<file path="config.mk">
export PLATFORM = sky130hd
export DESIGN_NAME = multi_alarm
export DESIGN_NICKNAME = d
export VERILOG_FILES = /design/src/rtl/multi_alarm.sv
export SDC_FILE = /design/constraint.sdc
export NUM_CORES = 1
export LEC_CHECK = 0
export BUFFER_PORTS_ARGS = -buffer_cell sky130_fd_sc_hd__buf_2
export CORE_ASPECT_RATIO = 1.2
export CORE_MARGIN = 2
export CORE_UTILIZATION = 55
export DETAILED_ROUTE_END_ITERATION = 8
export PLACE_DENSITY = 0.76
export SLEW_MARGIN = 40
export SYNTH_ARGS = -nofsm -noshare
export SYNTH_HDL_FRONTEND = slang
export SYNTH_SLANG_ARGS = --single-unit
</file>
<file path="constraint.sdc">
create_clock -name clk -period 2.65 [get_ports clk]
set_input_delay 0.3975 -clock clk [delete_from_list [all_inputs] [get_ports clk]]
set_output_delay 0.3975 -clock clk [all_outputs]
set_load 0.03 [all_outputs]
</file>
<file path="src/rtl/multi_alarm.sv">
// Multi-channel alarm clock: per-channel programmable alarm time, snooze, dismiss and
// ring auto-stop, driven by an external time-of-day source.
module multi_alarm #(
  parameter int unsigned N_CH       = 4,
  parameter int unsigned SNOOZE_MIN = 5,
  parameter int unsigned RING_SEC   = 60,
  localparam int unsigned CW        = (N_CH > 1) ? $clog2(N_CH) : 1
) (
  input  logic            clk,
  input  logic            reset,
  input  logic [5:0]      sec_in,
  input  logic [5:0]      min_in,
  input  logic [4:0]      hour_in,
  input  logic [N_CH-1:0] enable,
  input  logic [CW-1:0]   chan_sel,
  input  logic [1:0]      select,
  input  logic            increment,
  input  logic            snooze,
  input  logic            dismiss,
  output logic [5:0]      sec_out,
  output logic [5:0]      min_out,
  output logic [4:0]      hour_out,
  output logic [N_CH-1:0] ring,
  output logic            out
);

  typedef enum logic [1:0] {StIdle, StArmed, StRinging, StSnoozed} state_e;

  localparam logic [5:0] SnzMin   = 6'(SNOOZE_MIN);
  localparam logic [7:0] RingLast = 8'(RING_SEC - 1);

  logic       inc_q, snz_q, dis_q;
  logic [2:0] hold_q;
  logic [5:0] sec_q;
  logic       inc_edge, snz_edge, dis_edge, sec_tick;

  logic [5:0] al_sec_q  [N_CH];
  logic [5:0] al_sec_d  [N_CH];
  logic [5:0] al_min_q  [N_CH];
  logic [5:0] al_min_d  [N_CH];
  logic [4:0] al_hour_q [N_CH];
  logic [4:0] al_hour_d [N_CH];
  logic [5:0] tg_sec_q  [N_CH];
  logic [5:0] tg_sec_d  [N_CH];
  logic [5:0] tg_min_q  [N_CH];
  logic [5:0] tg_min_d  [N_CH];
  logic [4:0] tg_hour_q [N_CH];
  logic [4:0] tg_hour_d [N_CH];
  logic [7:0] cnt_q     [N_CH];
  logic [7:0] cnt_d     [N_CH];
  state_e     state_q   [N_CH];
  state_e     state_d   [N_CH];

  logic [N_CH-1:0] guard_q, guard_d;
  logic [N_CH-1:0] ring_q, ring_d;
  logic [N_CH-1:0] sel, alarm_hit, snz_hit;

  // hold_q blocks an input that was already high during reset until it is seen low,
  // so a level held across reset never counts as a fresh edge.
  assign inc_edge = increment & ~inc_q & ~hold_q[0];
  assign snz_edge = snooze    & ~snz_q & ~hold_q[1];
  assign dis_edge = dismiss   & ~dis_q & ~hold_q[2];
  assign sec_tick = (sec_in != sec_q);

  for (genvar g = 0; g < N_CH; g++) begin : g_hit
    assign sel[g]       = (chan_sel == CW'(g));
    assign alarm_hit[g] = ({hour_in, min_in, sec_in} ==
                           {al_hour_q[g], al_min_q[g], al_sec_q[g]});
    assign snz_hit[g]   = ({hour_in, min_in, sec_in} ==
                           {tg_hour_q[g], tg_min_q[g], tg_sec_q[g]});
  end

  logic [6:0] snz_sum;
  logic [5:0] snz_min;
  logic [4:0] snz_hour;

  always_comb begin
    snz_sum  = {1'b0, min_in} + {1'b0, SnzMin};
    snz_min  = snz_sum[5:0];
    snz_hour = hour_in;
    if (snz_sum >= 7'd60) begin
      snz_min  = 6'(snz_sum - 7'd60);
      snz_hour = (hour_in >= 5'd23) ? 5'd0 : hour_in + 5'd1;
    end
  end

  always_comb begin
    guard_d = '0;
    ring_d  = '0;
    for (int i = 0; i < N_CH; i++) begin
      al_sec_d[i]  = al_sec_q[i];
      al_min_d[i]  = al_min_q[i];
      al_hour_d[i] = al_hour_q[i];
      tg_sec_d[i]  = tg_sec_q[i];
      tg_min_d[i]  = tg_min_q[i];
      tg_hour_d[i] = tg_hour_q[i];
      cnt_d[i]     = cnt_q[i];
      state_d[i]   = state_q[i];

      if (inc_edge && sel[i]) begin
        unique case (select)
          2'd0: al_sec_d[i]  = (al_sec_q[i]  >= 6'd59) ? 6'd0 : al_sec_q[i]  + 6'd1;
          2'd1: al_min_d[i]  = (al_min_q[i]  >= 6'd59) ? 6'd0 : al_min_q[i]  + 6'd1;
          2'd2: al_hour_d[i] = (al_hour_q[i] >= 5'd23) ? 5'd0 : al_hour_q[i] + 5'd1;
          2'd3: ;
        endcase
      end

      if (!enable[i]) begin
        state_d[i] = StIdle;
      end else begin
        unique case (state_q[i])
          StIdle: state_d[i] = StArmed;
          StArmed: begin
            if (alarm_hit[i] && (!guard_q[i] || sec_tick)) begin
              state_d[i] = StRinging;
              cnt_d[i]   = '0;
            end
          end
          StRinging: begin
            if (dis_edge && sel[i]) begin
              state_d[i] = StArmed;
            end else if (snz_edge && sel[i]) begin
              state_d[i]   = StSnoozed;
              tg_sec_d[i]  = sec_in;
              tg_min_d[i]  = snz_min;
              tg_hour_d[i] = snz_hour;
            end else if (sec_tick) begin
              if (cnt_q[i] == RingLast) state_d[i] = StArmed;
              else                      cnt_d[i]   = cnt_q[i] + 8'd1;
            end
          end
          StSnoozed: begin
            if (dis_edge && sel[i]) begin
              state_d[i] = StArmed;
            end else if (snz_hit[i]) begin
              state_d[i] = StRinging;
              cnt_d[i]   = '0;
            end
          end
        endcase
      end

      // Leaving RINGING blocks a re-match until the second moves on.
      guard_d[i] = (guard_q[i] & ~sec_tick) |
                   ((state_q[i] == StRinging) && (state_d[i] != StRinging));
      ring_d[i]  = (state_d[i] == StRinging);
    end
  end

  always_ff @(posedge clk) begin
    if (reset) begin
      inc_q   <= 1'b0;
      snz_q   <= 1'b0;
      dis_q   <= 1'b0;
      hold_q  <= {dismiss, snooze, increment};
      sec_q   <= '0;
      guard_q <= '0;
      ring_q  <= '0;
      for (int i = 0; i < N_CH; i++) begin
        al_sec_q[i]  <= '0;
        al_min_q[i]  <= '0;
        al_hour_q[i] <= '0;
        tg_sec_q[i]  <= '0;
        tg_min_q[i]  <= '0;
        tg_hour_q[i] <= '0;
        cnt_q[i]     <= '0;
        state_q[i]   <= StIdle;
      end
    end else begin
      inc_q   <= increment;
      snz_q   <= snooze;
      dis_q   <= dismiss;
      hold_q  <= hold_q & {dismiss, snooze, increment};
      sec_q   <= sec_in;
      guard_q <= guard_d;
      ring_q  <= ring_d;
      for (int i = 0; i < N_CH; i++) begin
        al_sec_q[i]  <= al_sec_d[i];
        al_min_q[i]  <= al_min_d[i];
        al_hour_q[i] <= al_hour_d[i];
        tg_sec_q[i]  <= tg_sec_d[i];
        tg_min_q[i]  <= tg_min_d[i];
        tg_hour_q[i] <= tg_hour_d[i];
        cnt_q[i]     <= cnt_d[i];
        state_q[i]   <= state_d[i];
      end
    end
  end

  always_comb begin
    sec_out  = '0;
    min_out  = '0;
    hour_out = '0;
    for (int i = 0; i < N_CH; i++) begin
      if (sel[i]) begin
        sec_out  = al_sec_q[i];
        min_out  = al_min_q[i];
        hour_out = al_hour_q[i];
      end
    end
  end

  assign ring = ring_q;
  assign out  = |ring_q;

endmodule
</file>
==> metrics.csv <==
metric,value,unit
outcome,finished clean,
Crit path depth,7,
Cell variety after synth,75,
worst hold path class,in -> reg,
die area,20700,µm²
H-tree Lvls,4,
Sink Count,196,
io pins,52,
placed wire-length estimate,21.4,mm
Inserted Clock Buffers,17,
"flops & latches, synth",196,
wire per inst,18.2,µm
Vias/cell,6.04,
Synth Area in Compound Gates,14.1,%
crit path capture,cnt_q[2][7]$_SDFFE_PP0P_,
dominant synthesized flop cell,dfxtp_1,
multiplexer share of the synthesized area,4.97,%
Nets,1376,
slew at the pin closest to its max-slew limit,769,ps
Die X,132,µm
"Seq/Total Area, Yosys",36.4,%
PnR Total Power,6.16,mW
syn_nets,1299,
WP data required,3020,ps
critical path type,reg -> reg,
first-pass GRT wire length,46.7,mm
"Avg Cell Area, Syn",8.63,µm²
xor/xnor share of the synthesized area,15.5,%
Die Span Y,157,µm
share of post-route cells with drive strength above 1,15.0,%
Max Cap Viol,0,
Commonest cells post-synth,"dfxtp_1 (196), nor2_1 (129), nand2_1 (120)",
Max-slew headroom,48.2,%
most common cell in the netlist,dfxtp_1,
Slew Limit Fails,0,
Row Count,56,
CTS root buf,clkbuf_16,
peak supply drop,0.512,mV
unrepaired setup endpoints after global routing,false,
final hold vios,0,
initial antenna violation count,0,
CP Cell Sequence,xnor2_1 > nand4_1 > nor3_1 > a31oi_2 > or3_4 > or4_1 > a21oi_1,
CP endpoint kind,flip-flop,
post-synth design cell area,10800,µm²
clock period minus worst slack,2540,ps
final wirelength,29.1,mm
Post-synth EDFFs,0,
non-filler cells in the finished layout,1600,
TritonCTS clock tree,built,
R2R depth,7,
terminus of the critical flop-to-flop path,cnt_q[2][7]$_SDFFE_PP0P_,
core area,19400,µm²
Finish-stage setup viols,0,
largest net degree at the start of global routing,61,
initial core utilization,55.5,%
fin util,63.2,%
Post-CTS Setup Inserts,0,
dominant cell type by area after synthesis,dfxtp_1,
Clock Latency Late Sink,460,ps
CP arrival,2920,ps
simple-gate share of the synthesized area,23.0,%
register-to-register setup slack,110,ps
gr usage total,28.4,%
area added between synthesis and finish,13.9,%
P per Cell Area,502,nW/µm²
Worst Skew,16.5,ps
Ant. Diodes,0,
Synth area leaders,"dfxtp_1 (36%), xnor2_1 (8.7%), xor2_1 (6.2%)",
"delay-heaviest family, CP",simple AND/OR/NAND/NOR gates,
CTS max path bufs,2,
critical path buffer and inverter count,0,
grt ovf,0,
Lkg Pwr,4.47,nW
Worst Setup SP,al_min_q[2][4]$_SDFFE_PP0P_,
gpl congestion,1.02,
Post-CTS Hold Buffers,0,
DP Cell Count,1568,
Crit-path slowest cell,or4_1,
routed vias,9661,
post-synthesis adder-cell area fraction,2.32,%
synthesized instance count,1249,
largest family of logic cells by synthesized area,simple AND/OR/NAND/NOR gates,
Highest Clock Rate,0.393,GHz
top cell type's share of synthesized area,36.4,%
Residual DRC,0,
Layout fillers,1592,
post-route ant nets,0,
port bufs,51,
CP Launch Type,flip-flop,
vias in the first global route,8993,
Post-synth ARST share,0,%
Critical R2R Launch,al_min_q[2][4]$_SDFFE_PP0P_,
period utilization,96.0,%
DR iter-0 viols,861,
Syn. warnings,0,
critical path peak fanout,5,
first drt pass iteration count,6,
max incr delay on CP,510,ps
clock-pin slew on the worst setup and hold paths,80,ps
[through the flow]
step           hold WS (ps)  area [µm²]  TNS [ps]  setup WS, ps
2_1_floorplan           443       10800         0          32.6
6_report                173       12300         0           105
4_1_cts                 169       12300         0          49.6
3_3_place_gp            453       11700      -575          -111
5_1_grt                 194       12300         0          26.2
3_5_place_dp            458       11700     -2990          -194
[metal layers]
metal / vias up / share of wire (%) / wire length, µm / track usage [%]
met5: - / 0 / 0 / 0
met4: 0 / 4.0 / 1180 / 13.6
met3: 87 / 7.4 / 2170 / 4.96
met2: 434 / 49 / 14200 / 48.9
met1: 4524 / 40 / 11600 / 34.7
li1: 4616 / - / - / -
[layout by cell type, fill, tap and decap left out, drive strengths merged, types with 5 or more instances in the layout]
master	instances
buf	125
a21oi	82
o31ai	8
and4	8
xnor2	107
nand4	46
inv	20
nor3b	9
nand3	44
a211oi	17
o21ai	63
nor4	24
or4	5
a41oi	7
nor3	25
xor2	80
dfxtp	196
and3	18
o211ai	8
mux4	17
a311oi	8
ha	20
nor2	131
clkbuf	19
nand2	120
nand2b	9
nor2b	22
and2	6
mux2i	13
a211o	5
a31oi	23
[cells by family after synthesis]
family          after synthesis
mux                          32
compound gates              245
fa+ha+maj                    20
simple gates                488
xor+xnor                    187
flops                       196
buf+inv                      81
[worst min-delay path by stage]
| stage | slack (ps) | to | startpoint | cells past startpoint |
|---|---|---|---|---|
| 5_1_grt | 190 | hold_q[0]$_DFF_P_ | increment | 2 |
| 6_report | 170 | hold_q[0]$_DFF_P_ | increment | 2 |
| 3_5_place_dp | 460 | tg_sec_q[1][0]$_SDFFE_PP0P_ | tg_sec_q[1][0]$_SDFFE_PP0P_ | 2 |
| 2_1_floorplan | 440 | hold_q[2]$_DFF_P_ | hold_q[2]$_DFF_P_ | 1 |
| 4_1_cts | 170 | hold_q[0]$_DFF_P_ | increment | 2 |
| 3_3_place_gp | 450 | tg_sec_q[1][3]$_SDFFE_PP0P_ | tg_sec_q[1][3]$_SDFFE_PP0P_ | 2 |
[power breakdown]
| part | internal [mW] | switching (mW) | leakage (nW) |
|---|---|---|---|
| clock network | 1.35 | 1.26 | 0.279 |
| logic | 0.220 | 0.354 | 2.60 |
| registers | 2.96 | 0.0173 | 1.58 |
[worst reg2reg max path, stage by stage (launching register included)]
cell     delay [ps]
dfxtp_1         380
xnor2_1         390
nand4_1         200
nor3_1          290
a31oi_2         140
or3_4           400
or4_1           510
a21oi_1         150
[registers in the layout, indices dropped and copies added (netlist names), 3 cells and up]
name / count
tg_min_q: 24
sec_q: 6
guard_q: 4
hold_q: 3
al_min_q: 24
tg_hour_q: 20
cnt_q: 32
tg_sec_q: 24
al_hour_q: 20
al_sec_q: 24
ring: 4
state_q: 8
[final cells by class]
class | count | area (µm²) | share of cell area [%]
multi-input combinational | 972 | 6480 | 52.8
sequential | 196 | 3920 | 32.0
timing repair buffer | 125 | 913 | 7.44
clock buffer | 19 | 443 | 3.61
tap | 261 | 327 | 2.66
clock inverter | 13 | 138 | 1.12
inverter | 14 | 52.6 | 0.428
[timing repair]
action | in CTS | in global routing
endpoints found under the hold margin | 0 | 0
resized for setup | 0 | 1
setup endpoints to repair | 0 | 2
(Power assumes the default switching activity.)
